--- src/rtl/mc_ctrl_fsm.sv ---
// mc_ctrl_fsm: multi-cycle MIPS main controller (FETCH/DECODE/EXEC/MEM/WB) with a DM req/ack timeout
module mc_ctrl_fsm #(
  parameter int MEM_TIMEOUT = 16
) (
  input  logic        i_clk,
  input  logic        i_reset_n,
  input  logic [5:0]  i_opcode,
  input  logic [5:0]  i_funct,
  input  logic        i_zero,
  input  logic [1:0]  i_addr_lo,
  input  logic        i_mem_ack,
  output logic        o_pc_we,
  output logic [1:0]  o_pc_src,
  output logic        o_ir_we,
  output logic        o_ext_sign,
  output logic        o_alu_src_b,
  output logic [2:0]  o_alu_op,
  output logic        o_reg_we,
  output logic [1:0]  o_reg_dst,
  output logic [1:0]  o_wd_sel,
  output logic        o_mem_req,
  output logic [3:0]  o_mem_be,
  output logic        o_mem_err,
  output logic        o_illegal,
  output logic        o_instr_done,
  output logic [31:0] o_retired
);
  localparam int CW = (MEM_TIMEOUT > 2) ? $clog2(MEM_TIMEOUT) : 1;
  typedef enum logic [2:0] {S_FETCH, S_DECODE, S_EXEC, S_MEM, S_WB} state_t;
  state_t          r_state;
  state_t          w_next;
  logic [CW-1:0]   r_cnt;
  logic [31:0]     r_retired;
  logic w_rtype, w_addu, w_subu, w_jr, w_ori, w_lui, w_lw, w_sw, w_sb, w_beq, w_jal;
  logic w_alu, w_store, w_mem, w_legal, w_tmo;
  logic       w_pc_we, w_ir_we, w_alu_src_b, w_reg_we, w_mem_req, w_mem_err, w_illegal, w_done;
  logic [1:0] w_pc_src, w_reg_dst, w_wd_sel;
  logic [2:0] w_alu_op;
  logic [3:0] w_mem_be;
  assign w_rtype = i_opcode == 6'h00;
  assign w_addu  = w_rtype && i_funct == 6'h21;
  assign w_subu  = w_rtype && i_funct == 6'h23;
  assign w_jr    = w_rtype && i_funct == 6'h08;
  assign w_ori   = i_opcode == 6'h0D;
  assign w_lui   = i_opcode == 6'h0F;
  assign w_lw    = i_opcode == 6'h23;
  assign w_sw    = i_opcode == 6'h2B;
  assign w_sb    = i_opcode == 6'h28;
  assign w_beq   = i_opcode == 6'h04;
  assign w_jal   = i_opcode == 6'h03;
  assign w_alu   = w_addu | w_subu | w_ori | w_lui;
  assign w_store = w_sw | w_sb;
  assign w_mem   = w_lw | w_store;
  assign w_legal = w_alu | w_mem | w_beq | w_jal | w_jr;
  // A timeout fires in the MEM cycle that would otherwise be the MEM_TIMEOUT-th one without ack
  assign w_tmo = (MEM_TIMEOUT != 0) && !i_mem_ack && (r_cnt == CW'(MEM_TIMEOUT - 1));
  // State register
  always_ff @(posedge i_clk or negedge i_reset_n) begin
    if (!i_reset_n) r_state <= S_FETCH;
    else            r_state <= w_next;
  end
  // MEM wait counter: counts consecutive MEM cycles, clears whenever MEM is left
  always_ff @(posedge i_clk or negedge i_reset_n) begin
    if (!i_reset_n) r_cnt <= '0;
    else            r_cnt <= (r_state == S_MEM && w_next == S_MEM) ? r_cnt + CW'(1) : '0;
  end
  // Retired-instruction counter, bumps on every completed instruction
  always_ff @(posedge i_clk or negedge i_reset_n) begin
    if (!i_reset_n)        r_retired <= '0;
    else if (o_instr_done) r_retired <= r_retired + 32'd1;
  end
  // Next-state and per-state datapath controls
  always_comb begin
    w_next      = r_state;
    w_pc_we     = 1'b0;
    w_pc_src    = 2'd0;
    w_ir_we     = 1'b0;
    w_alu_src_b = 1'b0;
    w_alu_op    = 3'd0;
    w_reg_we    = 1'b0;
    w_reg_dst   = 2'd0;
    w_wd_sel    = 2'd0;
    w_mem_req   = 1'b0;
    w_mem_be    = 4'd0;
    w_mem_err   = 1'b0;
    w_illegal   = 1'b0;
    w_done      = 1'b0;
    case (r_state)
      S_FETCH: begin
        w_ir_we = 1'b1;
        w_pc_we = 1'b1;
        w_next  = S_DECODE;
      end
      S_DECODE: begin
        w_illegal = !w_legal;
        w_done    = !w_legal;
        w_next    = w_legal ? S_EXEC : S_FETCH;
      end
      S_EXEC: begin
        w_alu_src_b = w_ori | w_lui | w_mem;
        w_alu_op    = (w_subu | w_beq) ? 3'd1 : w_ori ? 3'd2 : w_lui ? 3'd3 : 3'd0;
        w_pc_we     = (w_beq & i_zero) | w_jal | w_jr;
        w_pc_src    = w_beq ? 2'd1 : w_jal ? 2'd2 : w_jr ? 2'd3 : 2'd0;
        w_reg_we    = w_jal;
        w_reg_dst   = w_jal ? 2'd2 : 2'd0;
        w_wd_sel    = w_jal ? 2'd2 : 2'd0;
        w_done      = w_beq | w_jal | w_jr;
        w_next      = w_mem ? S_MEM : w_alu ? S_WB : S_FETCH;
      end
      S_MEM: begin
        w_mem_req = 1'b1;
        w_mem_be  = w_sw ? 4'hF : w_sb ? (4'b0001 << i_addr_lo) : 4'h0;
        w_mem_err = w_tmo;
        w_done    = w_tmo | (i_mem_ack & w_store);
        w_next    = w_tmo ? S_FETCH : i_mem_ack ? (w_lw ? S_WB : S_FETCH) : S_MEM;
      end
      S_WB: begin
        w_reg_we  = 1'b1;
        w_reg_dst = (w_addu | w_subu) ? 2'd1 : 2'd0;
        w_wd_sel  = w_lw ? 2'd1 : 2'd0;
        w_done    = 1'b1;
        w_next    = S_FETCH;
      end
      default: w_next = S_FETCH;
    endcase
  end
  // Strobes are forced low while reset is held so an in-flight access or write dies immediately
  assign o_pc_we      = i_reset_n & w_pc_we;
  assign o_ir_we      = i_reset_n & w_ir_we;
  assign o_reg_we     = i_reset_n & w_reg_we;
  assign o_mem_req    = i_reset_n & w_mem_req;
  assign o_mem_be     = i_reset_n ? w_mem_be : 4'd0;
  assign o_mem_err    = i_reset_n & w_mem_err;
  assign o_illegal    = i_reset_n & w_illegal;
  assign o_instr_done = i_reset_n & w_done;
  assign o_pc_src     = w_pc_src;
  assign o_alu_src_b  = w_alu_src_b;
  assign o_alu_op     = w_alu_op;
  assign o_reg_dst    = w_reg_dst;
  assign o_wd_sel     = w_wd_sel;
  assign o_ext_sign   = (r_state != S_FETCH) && (w_lw | w_store | w_beq);
  assign o_retired    = r_retired;
endmodule
--- config.mk ---
export PLATFORM = sky130hd
export DESIGN_NAME = mc_ctrl_fsm
export DESIGN_NICKNAME = d
export VERILOG_FILES = /design/src/rtl/mc_ctrl_fsm.sv
export SDC_FILE = /design/constraint.sdc
export NUM_CORES = 1
export LEC_CHECK = 0
export ABC_AREA = 1
export CORE_MARGIN = 2
export CORE_UTILIZATION = 30
export DETAILED_ROUTE_END_ITERATION = 8
export PLACE_DENSITY_LB_ADDON = 0.15
export SYNTH_ARGS = -nofsm -noshare
export SYNTH_HDL_FRONTEND = slang
export SYNTH_SLANG_ARGS = --single-unit
--- constraint.sdc ---
create_clock -name i_clk -period 3.4 [get_ports i_clk]
set_input_delay 0.68 -clock i_clk [delete_from_list [all_inputs] [get_ports i_clk]]
set_output_delay 0.68 -clock i_clk [all_outputs]
set_load 0.1 [all_outputs]
==> out/summary.txt <==
Status = finished clean
Total grt overflow = 0
Max Slew Vio Count = 0
Total power = 1.72 mW
DR vias/cell = 4.61
FF-to-FF Start = o_retired[0]
Sequential share of power = 0.322
CP max FO = 4
Static Leak = 1.99 nW
Clk Latency, worst-skew pair = 0.30 ns
I/O Buffers = 70
Worst setup SP type = input pin
Fin Setup TNS = 0 ns
Fin crit period = 3.06 ns
MaxCap Viol Count = 0
Vias in the first global route = 2801
Via count = 3086
Cts repair resizes = 0
Syn Inst Count = 466
DRC Markers = 0
Worst Skew = 0.0109 ns
Fraction of layout cells with a size suffix above 1 = 0.175
Hold Vio Cnt, Final = 0
Crit. Startpoint = i_opcode[1]
Routability cong. = 0.896
Commonest non-fill, non-tap cells in the layout = 183 x nand2_1, 61 x nor2_1, 50 x nand3_1
Die width = 103 um
Setup CP Type = in -> out
Net Count, Synth = 486
Final Cell Area = 4080 um2
Commonest non-fill, non-tap cell in the layout = nand2_1
Sink Count = 39
Wire length per cell = 12.8 um
First-pass GRT wire length = 14000 um
Die Area = 10600 um2
Final setup viols = 0
Final core occ = 0.423
PwrDens = 422 nW/um2
Core area = 9640 um2
Final worst-path cycle share = 0.899
R2r endpoint = o_retired[26]
Register area share after synthesis = 0.333
Crit path to = o_instr_done
Maximum clock path buffer count = 2
F_max = 327 MHz
P_sw = 0.793 mW
Nets = 555
Worst R2R Path Depth = 10
Post-Route WL = 8540 um
Total number of yosys warnings = 0
CTS Hold Buffers Added = 0
Final Non-Filler Cells = 669
TritonCTS Buffers = 5
Sw Ratio = 0.461
CTS clk-pin slew, worst paths = 0.08 ns
Unrepaired setup endpoints after global routing = no
Area grow syn2layout = 39.2%
CTS root buffer = clkbuf_8
DR pass1 iterations = 4
Clock Power Share = 0.238
Share of the synthesized area in the top cell type = 0.333
Unique masters post-synth = 27
Critical Path RT = 2.72 ns
Pin count of the biggest net entering global routing = 39
GRT Util Overall = 0.167
Placed cell area = 3960 um2
Die H = 103 um
H-tree Lvls = 2
Mean Syn Cell Area = 6.29 um2
#FFs+latches synth = 39
Initial antenna violation count = 0
Worst IR Drop VDD = 411 uV
Critical Path End Type = primary output
Post-Syn Area = 2930 um2
Initial Util = 0.304
Initial DRC Count = 200
Postcts setup bufs = 0
Placed instance count = 661
Crit path DAT = 2.38 ns
Flop-to-flop setup slack = 1.38 ns
Worst min-delay path category = reg -> reg
CTS tree = done
Largest area contributor in the netlist = dfrtp_1
Post-DRT Antenna Nets = 0
Placed wire-length estimate = 6730 um
IO Pins = 72
Pint = 0.927 mW
Rows = 36
Synth top area cells = dfrtp_1 33%, nand2_1 23%, nand3_1 8.7%
Logic pwr share = 0.440
Antenna diodes = 0
[critical path: stages]
cell and delay (ns):
clkdlybuf4s50_1 0.50, nand2_2 0.13, inv_1 0.07, nand3_2 0.08
inv_1 0.04, nor2_1 0.27, nand3_2 0.15, nand2_4 0.09
nand2_4 0.06, inv_1 0.11, buf_12 0.18
[power by group through the flow]
stage               Combinational, mW  Sequential [mW]  Clock [mW]
detailed placement              0.764            0.563           0
floorplan                       0.385            0.737           0
global route                    0.807            0.561       0.440
global placement                0.762            0.561           0
CTS                             0.766            0.555       0.422
finish                          0.757            0.554       0.409
[logic make-up (layout without fill, tap and decap cells)]
logic type                 Yosys count  in the layout  share of synthesized area
xor gates and xnor gates            16             16                     0.0478
adders and majority gates            2              2                    0.00854
other                                1              1                    0.00128
DFF                                 39             39                      0.333
buffers and inverters               57            127                     0.0871
and+or+nand+nor                    337            337                      0.496
AOI/OAI and AO/OA                   14             14                     0.0265
[sequential cells by signal (all words and copies together) (netlist names)]
register / flops
o_retired: 32
r_state: 3
r_cnt: 4
[synthesized netlist by cell type (all sizes together)]
library cell  number
o21ai              2
nand3             55
nand4              6
nor3              11
buf                8
dfrtp             39
a22o               1
nor2              70
nor4               1
nand2            187
a21oi              9
inv               45
conb               1
ha                 2
a31oi              1
o31ai              1
xor2              11
xnor2              5
nand3b             7
clkbuf             4
[final cells by class]
cell class / count / area [um2]
fill: 1043 / 5560
multi-input combinational: 370 / 1790
sequential: 39 / 976
timing repair buffer: 74 / 856
inverter: 45 / 169
tap: 133 / 166
clock buffer: 6 / 82.6
clock inverter: 2 / 35.0
[through the flow]
| stage | hold slack (ns) | setup WS, ns |
|---|---|---|
| floorplan | 0.384 | 0.0169 |
| global placement | 0.448 | 0.381 |
| detailed placement | 0.449 | 0.342 |
| CTS | 0.460 | 0.327 |
| global route | 0.505 | 0.218 |
| finish | 0.458 | 0.343 |
[routing by layer]
layer  wire [um]  global-route usage  up-vias
li1            -                   -     1601
met1        4220               0.250     1389
met2        3690               0.256       87
met3         551              0.0278        9
met4          80              0.0324        0
met5           0                   0        -
[how the worst min path moves through the flow]
| stage | start | to | slack [ns] | cells past startpoint |
|---|---|---|---|---|
| floorplan | i_reset_n | o_retired[0] | 0.38 | 0 |
| global placement | r_cnt[0] | r_cnt[0] | 0.45 | 1 |
| detailed placement | r_cnt[0] | r_cnt[0] | 0.45 | 1 |
| CTS | r_cnt[0] | r_cnt[0] | 0.46 | 1 |
| global route | i_reset_n | o_retired[13] | 0.50 | 2 |
| finish | r_cnt[0] | r_cnt[0] | 0.46 | 1 |
Note: power is estimated with default switching activity, not from simulation.
